**config.mk**
```make
export PLATFORM = sky130hd
export DESIGN_NAME = key_conditioner_flat
export DESIGN_NICKNAME = d
export VERILOG_FILES = /design/src/rtl/key_conditioner_if.sv /design/src/rtl/key_conditioner.sv /design/src/flat_wrapper.sv
export SDC_FILE = /design/constraint.sdc
export NUM_CORES = 1
export LEC_CHECK = 0
export ABC_AREA = 1
export CORE_ASPECT_RATIO = 0.5
export CORE_MARGIN = 2
export CORE_UTILIZATION = 34
export DETAILED_ROUTE_END_ITERATION = 10
export GPL_TIMING_DRIVEN = 0
export PLACE_DENSITY = 0.57
export RECOVER_POWER = 25
export SETUP_SLACK_MARGIN = 0.4
export SYNTH_ARGS = -nofsm -noshare
export SYNTH_HDL_FRONTEND = slang
export SYNTH_SLANG_ARGS = --single-unit
```
**constraint.sdc**
```tcl
create_clock -name CLOCK_50 -period 2 [get_ports CLOCK_50]
set_clock_uncertainty 0.1 [all_clocks]
set_input_delay 0.4 -clock CLOCK_50 [delete_from_list [all_inputs] [get_ports CLOCK_50]]
set_output_delay 0.4 -clock CLOCK_50 [all_outputs]
set_load 0.01 [all_outputs]
```
**src/rtl/key_conditioner_if.sv**
```systemverilog
// key_conditioner_if: raw button inputs and conditioned strobe/level outputs
interface key_conditioner_if;
  logic [3:0] i_key_n;
  logic [3:0] o_press;
  logic [3:0] o_release;
  logic [3:0] o_step;
  logic [3:0] o_level;
  modport master (output i_key_n, input o_press, o_release, o_step, o_level);
  modport slave (input i_key_n, output o_press, o_release, o_step, o_level);
endinterface

```
**src/rtl/key_conditioner.sv**
```systemverilog
// key_conditioner: synchronise, debounce and auto-repeat four active-low push buttons
module key_conditioner #(
  parameter int DEBOUNCE_CYCLES = 1000000,
  parameter int REPEAT_DELAY = 25000000,
  parameter int REPEAT_PERIOD = 5000000,
  parameter logic [3:0] REPEAT_EN = 4'b1100
) (
  input logic CLOCK_50,
  input logic reset,
  key_conditioner_if.slave bus
);
  localparam int MAX_AB = DEBOUNCE_CYCLES > REPEAT_DELAY ? DEBOUNCE_CYCLES : REPEAT_DELAY;
  localparam int MAX_P = MAX_AB > REPEAT_PERIOD ? MAX_AB : REPEAT_PERIOD;
  localparam int CW = $clog2(MAX_P) + 1;
  typedef enum logic [2:0] {IDLE, DEB_PRESS, HELD, REPEAT, DEB_RELEASE} state_t;
  logic [3:0] r_s1, r_ks;
  // two-flop synchroniser; only r_s1 sees the raw buttons, reset reads as released
  always_ff @(posedge CLOCK_50) begin
    if (reset) begin
      r_s1 <= '0;
      r_ks <= '0;
    end else begin
      r_s1 <= ~bus.i_key_n;
      r_ks <= r_s1;
    end
  end
  for (genvar k = 0; k < 4; k++) begin : g_key
    state_t r_state, w_state;
    logic [CW-1:0] r_cnt, w_cnt;
    logic r_press, r_release, r_step;
    logic w_press, w_release, w_step;
    // per-key debounce / repeat next-state; counter saturates instead of wrapping
    always_comb begin
      w_state = r_state;
      w_cnt = &r_cnt ? r_cnt : r_cnt + 1'b1;
      w_press = 1'b0;
      w_release = 1'b0;
      w_step = 1'b0;
      case (r_state)
        IDLE: begin
          w_cnt = '0;
          if (r_ks[k]) w_state = DEB_PRESS;
        end
        DEB_PRESS: begin
          if (!r_ks[k]) begin
            w_state = IDLE;
            w_cnt = '0;
          end else if (r_cnt == CW'(DEBOUNCE_CYCLES - 1)) begin
            w_state = HELD;
            w_cnt = '0;
            w_press = 1'b1;
            w_step = 1'b1;
          end
        end
        HELD: begin
          if (!r_ks[k]) begin
            w_state = DEB_RELEASE;
            w_cnt = '0;
          end else if (REPEAT_EN[k] && r_cnt == CW'(REPEAT_DELAY - 1)) begin
            w_state = REPEAT;
            w_cnt = '0;
            w_step = 1'b1;
          end
        end
        REPEAT: begin
          if (!r_ks[k]) begin
            w_state = DEB_RELEASE;
            w_cnt = '0;
          end else if (r_cnt == CW'(REPEAT_PERIOD - 1)) begin
            w_cnt = '0;
            w_step = 1'b1;
          end
        end
        DEB_RELEASE: begin
          if (r_ks[k]) begin
            w_state = HELD;
            w_cnt = '0;
          end else if (r_cnt == CW'(DEBOUNCE_CYCLES - 1)) begin
            w_state = IDLE;
            w_cnt = '0;
            w_release = 1'b1;
          end
        end
        default: begin
          w_state = IDLE;
          w_cnt = '0;
        end
      endcase
    end
    // state, counter and one-cycle strobe registers
    always_ff @(posedge CLOCK_50) begin
      if (reset) begin
        r_state <= IDLE;
        r_cnt <= '0;
        r_press <= 1'b0;
        r_release <= 1'b0;
        r_step <= 1'b0;
      end else begin
        r_state <= w_state;
        r_cnt <= w_cnt;
        r_press <= w_press;
        r_release <= w_release;
        r_step <= w_step;
      end
    end
    assign bus.o_press[k] = r_press;
    assign bus.o_release[k] = r_release;
    assign bus.o_step[k] = r_step;
    assign bus.o_level[k] = r_state inside {HELD, REPEAT, DEB_RELEASE};
  end
endmodule

```
**src/flat_wrapper.sv**
```systemverilog
// flat-port wrapper written by rule: the top's interface ports become plain ports
module key_conditioner_flat 
#(
  parameter int DEBOUNCE_CYCLES = 1000000,
  parameter int REPEAT_DELAY = 25000000,
  parameter int REPEAT_PERIOD = 5000000,
  parameter logic [3:0] REPEAT_EN = 4'b1100
)
  (CLOCK_50, reset, bus_i_key_n, bus_o_press, bus_o_release, bus_o_step, bus_o_level);
  key_conditioner_if bus_i ();
  input logic CLOCK_50;
  input logic reset;
  input wire logic [$bits(bus_i.i_key_n)-1:0] bus_i_key_n;
  output wire logic [$bits(bus_i.o_press)-1:0] bus_o_press;
  output wire logic [$bits(bus_i.o_release)-1:0] bus_o_release;
  output wire logic [$bits(bus_i.o_step)-1:0] bus_o_step;
  output wire logic [$bits(bus_i.o_level)-1:0] bus_o_level;
  assign bus_i.i_key_n = bus_i_key_n;
  assign bus_o_press = bus_i.o_press;
  assign bus_o_release = bus_i.o_release;
  assign bus_o_step = bus_i.o_step;
  assign bus_o_level = bus_i.o_level;
  key_conditioner #(.DEBOUNCE_CYCLES(DEBOUNCE_CYCLES), .REPEAT_DELAY(REPEAT_DELAY), .REPEAT_PERIOD(REPEAT_PERIOD), .REPEAT_EN(REPEAT_EN)) u_core (.CLOCK_50(CLOCK_50), .reset(reset), .bus(bus_i));
endmodule
```
==> summary.txt, run 1 <==
Main synth FF type = dfxtp_1
Placed Cells = 1613
worst skew pair latency = 430 ps
TritonCTS Sinks = 136
Syn Nets = 1287
Pre-antenna DRT Iters = 5
number of vias per cell = 5.03
Detailed Route Iter0 Violations = 713
hold-fix buffers at CTS = 0
max-slew violation total from the final report = 0
final standard cell area without fillers = 0.0121 mm^2
count of buffers from port buffering = 21
Placeable Area = 0.0238 mm^2
largest net degree at the start of global routing = 17
Post-Syn Instances = 1277
Cell Rows = 40
first-pass GRT wire length = 39800 um
setup ws final = 58.6 ps
Unique masters post-synth = 48
vias = 8876
Crit. End Element = flip-flop
initial antenna violation count = 0
CP Max Fanout = 5
grt total ovfl = 0
CTS max path bufs = 2
Num CTS Buffers = 17
Post-Route Setup TNS = 0 ps
maximum VDD drop = 0.702 mV
area leader, netlist = dfxtp_1
minimum clock period = 1940 ps
most frequent cells in the layout = nand2_1, nor2_1, inv_1
setup violators final = 0
Clock transition at path regs = 60 ps
Final Non-Filler Cells = 1765
number of synthesized register bits = 136
RSZ-0062 raised after global routing = true
ranking of synthesized cells by area = dfxtp_1, nand2_1, nor2_1, nand3_1, inv_1
leakage = 4.69 nW
share of post-route cells with drive strength above 1 = 36.4%
Worst slew margin = 61.0%
Ys Warns = 0
MaxCap Viol Count = 0
Post-synth EDFFs = 0
Worst EP arrival = 2160 ps
Total Die Area = 0.0254 mm^2
asr flop ratio synth = 0%
Slew @ Worst Pin = 582 ps
vias in the first global route = 8307
H-tree depth = 4
Hold Path Class = reg2reg
Max Fclk = 0.515 GHz
PwrDens = 659 mW/mm^2
final WL = 24900 um
crit start category = flip-flop
FF+latch area = 0.00283 mm^2
hpwl dp = 16100 um
WP data required = 2220 ps
commonest non-fill, non-tap cell in the layout = nand2_1
Post-route DRC = 0
die height = 114 um
Placed Area = 0.00906 mm^2
Fillers = 2215
Final Hold Vio Count = 0
area delta synth->final = 47.4%
Die X-Extent = 224 um
CTS tree = yes
Initial Util = 34.4%
Total GRT Usage = 19.3%
synthesized area = 0.00819 mm^2
nets = 1447
multi-input logic area = 0.00583 mm^2
CTS root buf = clkbuf_16
Placer Congestion = 0.941
Yosys top cell area share = 33.2%
pre-CTS WS = -334 ps
IO Count = 22
Final ANT Viol Nets = 0
Syn Area/Cell = 6.41 um^2
WS Path Type = reg2reg
register area share after synthesis = 33.2%
status = complete, no violations
period utilization = 97.1%
drt wl/cell = 14.1 um
diodes inserted = 0
==> per-layer routing <==
| metal | track usage [%] | up-vias | routed length, um | share of wire [%] |
|---|---|---|---|---|
| met5 | 0 | - | 0 | 0 |
| li1 | - | 4416 | - | - |
| met4 | 6.93 | 0 | 435 | 1.7 |
| met2 | 33.2 | 226 | 12100 | 49 |
| met1 | 24.5 | 4193 | 11300 | 45 |
| met3 | 3.30 | 41 | 1050 | 4.2 |
==> flip-flops by register name, indices dropped and copies added (netlist names) <==
| register | cells |
|---|---|
| u_core.g_key.r_release | 4 |
| u_core.r_ks | 4 |
| u_core.g_key.r_press | 4 |
| u_core.g_key.r_state | 12 |
| u_core.g_key.r_cnt | 104 |
| u_core.g_key.r_step | 4 |
| u_core.r_s1 | 4 |
==> cells in the mapped netlist, types with 2 or more instances <==
library cell	instances
o21ai_1	3
a21oi_1	60
buf_2	6
inv_2	2
nor2_4	3
a41oi_1	2
mux2i_1	2
clkbuf_1	5
nand3b_1	5
nor3_1	44
buf_6	5
nand4_1	32
nand2_4	3
or2_2	8
nand2_1	257
buf_4	14
nand2_2	10
ha_1	4
o31ai_1	3
xnor2_1	5
nand3_1	123
a31oi_1	5
nor2_1	255
nor4_1	6
dfxtp_1	136
nand3_2	6
nor3_4	2
o21bai_1	2
nand4_2	4
nor2_2	23
clkbuf_2	2
xor2_1	37
o21ai_0	27
clkinv_1	2
inv_1	161
==> metrics by stage <==
step	hold WS, ps	power [mW]	util, %
after floorplan	288	3.73	-
after global placement	296	3.99	38.0
after detailed placement	299	4.01	38.0
after CTS	308	7.58	47.2
after global routing	324	8.30	50.7
final	303	7.95	50.7
==> cell families (layout without fill, tap and decap cells) <==
family,count (synthesis),after routing,synth area share (%)
adder cells (fa/ha/maj),4,4,0.611
XOR/XNOR,42,42,4.49
AO/OA/AOI/OAI,104,104,6.75
flip-flops,136,136,33.2
AND/OR/NAND/NOR,790,790,44.2
buffers and inverters,199,372,10.5
multiplexers,2,2,0.244
==> layout make-up <==
type / count / share of cell area [%]
multi-input cells: 942 / 48.2
clock buffers: 19 / 3.58
repair buffers: 141 / 12.2
inverters: 165 / 5.24
well taps: 315 / 3.26
flip-flops and latches: 136 / 23.4
plain buffers: 34 / 2.85
clock inverters: 13 / 1.22
==> critical path, cell delays in order (launching register included) <==
cell and delay, ps:
dfxtp_4 360, ha_4 150, nand3_4 90, nor3b_4 310, nand4_2 170, nand2_2 140, nand3_4 110, nand2_4 110
buf_6 120, buf_16 120, nor2_1 40
==> what timing repair did <==
action                                 CTS  global route
gates resized for setup                273           182
pin swaps                               61            42
setup endpoints to repair              148           138
cloned                                   9             2
endpoints found under the hold margin    0             0
buffers inserted                        82            27
==> power by group <==
part / internal (mW) / switching [mW] / leakage [nW] / total, mW
combinational: 0.847 / 1.02 / 3.28 / 1.87
clock: 1.85 / 1.30 / 0.282 / 3.15
sequential: 2.82 / 0.122 / 1.13 / 2.94
==> path summary, 6_finish.rpt <==
path	end	startpoint	cells after the start	slack, ps
min reg2reg	u_core.r_ks[1]$_SDFF_PP0_	u_core.r_s1[1]$_SDFF_PP0_	2	300
max	u_core.g_key[3].r_cnt[4]$_SDFF_PP0_	u_core.g_key[3].r_cnt[0]$_SDFF_PP0_	10	60
max reg2reg	u_core.g_key[3].r_cnt[4]$_SDFF_PP0_	u_core.g_key[3].r_cnt[0]$_SDFF_PP0_	10	60
min	u_core.r_ks[1]$_SDFF_PP0_	u_core.r_s1[1]$_SDFF_PP0_	2	300
(Power assumes the default switching activity.)
==> run 2, diff against run 1 <==
--- a/config.mk
+++ b/config.mk
@@ -5,7 +5,6 @@
 export SDC_FILE = /design/constraint.sdc
 export NUM_CORES = 1
 export LEC_CHECK = 0
-export ABC_AREA = 1
 export CORE_ASPECT_RATIO = 0.5
 export CORE_MARGIN = 2
 export CORE_UTILIZATION = 34
==> summary.txt, run 2 <==
R2R Path End = u_core.g_key[3].r_cnt[10]$_SDFF_PP0_
largest family of logic cells by synthesized area = simple AND/OR/NAND/NOR gates
count of buffers from port buffering = 20 (-4.8%)
IO Count = 22 (unchanged)
number of vias per cell = 5.21 (+3.6%)
leakage = 3.16 nW (-33%)
register area share after synthesis = 41.0% (+7.8 points)
vias in the first global route = 5859 (-29%)
post-synthesis simple-gate area fraction = 36.1% (-8.1 points)
count leader, synth = nor2_1
ranking of synthesized cells by area = dfxtp_1, nor2_1, xnor2_1, xor2_1, nand4_1
xor/xnor share of the synthesized area = 11.3% (+6.9 points)
Placer Congestion = 0.840 (-11%)
Worst slew margin = 57.2% (-3.9 points)
share of post-route cells with drive strength above 1 = 42.2% (+5.8 points)
Placeable Area = 0.0193 mm^2 (-19%)
Cell Rows = 36 (-10%)
PwrDens = 588 mW/mm^2 (-11%)
Total GRT Usage = 16.7% (-2.6 points)
Syn Nets = 797 (-38%)
CP cell instances = or4b_1 -> or4_4 -> nor3_4 -> nor4_4 -> a21oi_4 -> buf_6 -> nor2_2
MaxCap Viol Count = 0 (unchanged)
Syn Area/Cell = 8.44 um^2 (+32%)
first-pass GRT wire length = 28200 um (-29%)
multi-input logic area = 0.00461 mm^2 (-21%)
Max Fclk = 0.417 GHz (-19%)
TritonCTS Sinks = 136 (unchanged)
drt wl/cell = 14.7 um (+4.2%)
synth cell count leaders = nor2_1, dfxtp_1, nand2_1
period utilization = 120% (+23 points)
setup violators final = 113 (+113)
Clock transition at path regs = 60 ps (about the same)
RSZ-0062 raised after global routing = true
Synth Area in Compound Gates = 5.86% (-0.89 points)
Fillers = 1747 (-21%)
setup ws final = -396 ps (-454 ps)
Crit. End Element = flip-flop
CTS root buf = clkbuf_16
vias = 6187 (-30%)
failing checks = setup timing
total power = 5.75 mW (-28%)
diodes inserted = 0 (unchanged)
worst skew pair latency = 430 ps (about the same)
initial antenna violation count = 0 (unchanged)
Hold Path Class = reg2reg
worst r2r path cells = 7 (-3)
Slew @ Worst Pin = 637 ps (+54.8 ps)
CTS tree = yes
die height = 103 um (-9.6%)
asr flop ratio synth = 0% (unchanged)
status = finished with violations
Die X-Extent = 202 um (-9.8%)
Ys Warns = 0 (unchanged)
Unique masters post-synth = 66 (+38%)
Num CTS Buffers = 17 (unchanged)
adder-cell share of the synthesized area = 0.754% (+0.14 points)
nets = 919 (-36%)
Post-synth EDFFs = 0 (unchanged)
Final Hold Vio Count = 0 (unchanged)
largest net degree at the start of global routing = 17 (unchanged)
hpwl dp = 10300 um (-36%)
final WL = 17500 um (-30%)
Post-Route Setup TNS = -22640 ps (-22640 ps)
synthesized area = 0.00664 mm^2 (-19%)
WS Path Type = reg2reg
WP data required = 2210 ps (about the same)
Worst EP arrival = 2610 ps (+450 ps)
Initial Util = 34.4% (+0.051 points)
area delta synth->final = 47.2%
Post-Syn Instances = 787 (-38%)
H-tree depth = 4 (unchanged)
grt total ovfl = 0 (unchanged)
Detailed Route Iter0 Violations = 367 (-49%)
crit start category = flip-flop
CTS max path bufs = 2 (unchanged)
most frequent cells in the layout = nor2_1, dfxtp_1, buf_4
Biggest register = u_core.g_key.r_cnt
Post-route DRC = 0 (unchanged)
hold path endpoint = u_core.r_ks[1]$_SDFF_PP0_
maximum VDD drop = 0.596 mV (-15%)
Yosys top cell area share = 41.0% (+7.8 points)
area leader, netlist = dfxtp_1
CP max-delay cell = or4b_1
min-delay src = u_core.r_s1[1]$_SDFF_PP0_
Pre-antenna DRT Iters = 5 (unchanged)
worst flop-to-flop path startpoint = u_core.g_key[3].r_cnt[20]$_SDFF_PP0_
Largest regs = u_core.g_key.r_cnt (104), u_core.g_key.r_state (12)
multiplexer share of the synthesized area = 1.07% (+0.83 points)
Total Die Area = 0.0207 mm^2 (-18%)
number of synthesized register bits = 136 (unchanged)
Main synth FF type = dfxtp_1
FF+latch area = 0.00283 mm^2 (+0.18%)
CP Max Fanout = 5 (unchanged)
minimum clock period = 2400 ps (+454 ps)
CP peak stage delay = 510 ps (+150 ps)
max reg flops = 104 (unchanged)
max-slew violation total from the final report = 0 (unchanged)
Final ANT Viol Nets = 0 (unchanged)
reg-to-reg slack, setup = -400 ps (-450 ps)
hold-critical path depth = 1 (-1)
-- run 2: changes by cell type in the layout (fill, tap and decap cells not counted), sizes merged, moves of 9 or more --
cell	before	now
nor3	47	38
inv	165	13
nor4	6	21
o21ai	30	11
and3	1	16
and4	0	15
nand3	130	39
a21oi	60	15
buf	150	116
nand2	270	58
nor2b	0	11
xnor2	5	44
nor2	282	143
-- run 2: critical path: cells and delay by family (launching register included) --
kind            cells  cell delay (ps)
buf+inv             1              190
simple gates        5             1370
compound gates      1              290
flops               1              320
-- run 2: final cells by class --
class / count / area share (%)
tap: 266 / 3.41
multi-input combinational: 602 / 47.2
buffer: 36 / 3.65
timing repair buffer: 103 / 10.6
sequential: 136 / 29.0
clock buffer: 19 / 4.64
inverter: 13 / 0.499
clock inverter: 12 / 1.06
-- run 2: worst max path at each step --
stage	slack (ps)	start	cells past startpoint	to
6_report	-400	u_core.g_key[3].r_cnt[20]$_SDFF_PP0_	7	u_core.g_key[3].r_cnt[10]$_SDFF_PP0_
5_1_grt	-450	u_core.g_key[3].r_cnt[20]$_SDFF_PP0_	7	u_core.g_key[3].r_cnt[10]$_SDFF_PP0_
3_3_place_gp	-500	u_core.g_key[3].r_cnt[0]$_SDFF_PP0_	8	u_core.g_key[3].r_cnt[10]$_SDFF_PP0_
4_1_cts	-360	u_core.g_key[3].r_cnt[20]$_SDFF_PP0_	7	u_core.g_key[3].r_cnt[9]$_SDFF_PP0_
2_1_floorplan	-240	u_core.g_key[3].r_cnt[23]$_SDFF_PP0_	7	u_core.g_key[3].r_cnt[10]$_SDFF_PP0_
3_5_place_dp	-520	u_core.g_key[3].r_cnt[0]$_SDFF_PP0_	8	u_core.g_key[3].r_cnt[10]$_SDFF_PP0_
-- run 2: power breakdown --
part | internal, mW | leakage (nW) | switching [mW]
combinational | 0.0224 | 1.76 | 0.0286
sequential | 2.70 | 1.13 | 0.0116
clock | 1.76 | 0.270 | 1.23
total | 4.48 | 3.16 | 1.27
-- run 2: metal layers --
metal	global-route usage, %	wire, um	up-vias
met2	29.3	8710	83
met3	3.95	457	21
met5	0	0	-
li1	-	-	3032
met4	5.49	225	0
met1	20.5	8060	3051
-- run 2: timing repair --
item	4_1_cts	5_1_grt
endpoints found under the hold margin	0	0
pin swaps	40	31
hold buffers	0	0
buffers inserted	59	16
resized for setup	202	140
gates cloned	8	0
endpoints found under the setup margin	144	137
-- run 2: kinds of logic (layout without fill, tap and decap cells) --
| logic type | after synthesis | after routing |
|---|---|---|
| buffers and inverters | 49 | 183 |
| and+or+nand+nor | 449 | 449 |
| xor gates and xnor gates | 86 | 86 |
| adders and majority gates | 4 | 4 |
| AOI/OAI and AO/OA | 56 | 56 |
| muxes | 7 | 7 |
| DFF | 136 | 136 |
-- run 2: stage by stage --
stage	util (%)	hold WS, ps	cell area, um^2	std cells	setup slack [ps]
finish	50.7	341	9770	1187	-396
global route	50.7	360	9770	1187	-445
CTS	47.6	342	9170	1171	-360
detailed placement	38.6	328	7450	1073	-524
global placement	38.6	322	7450	1073	-497
floorplan	-	314	6920	787	-245
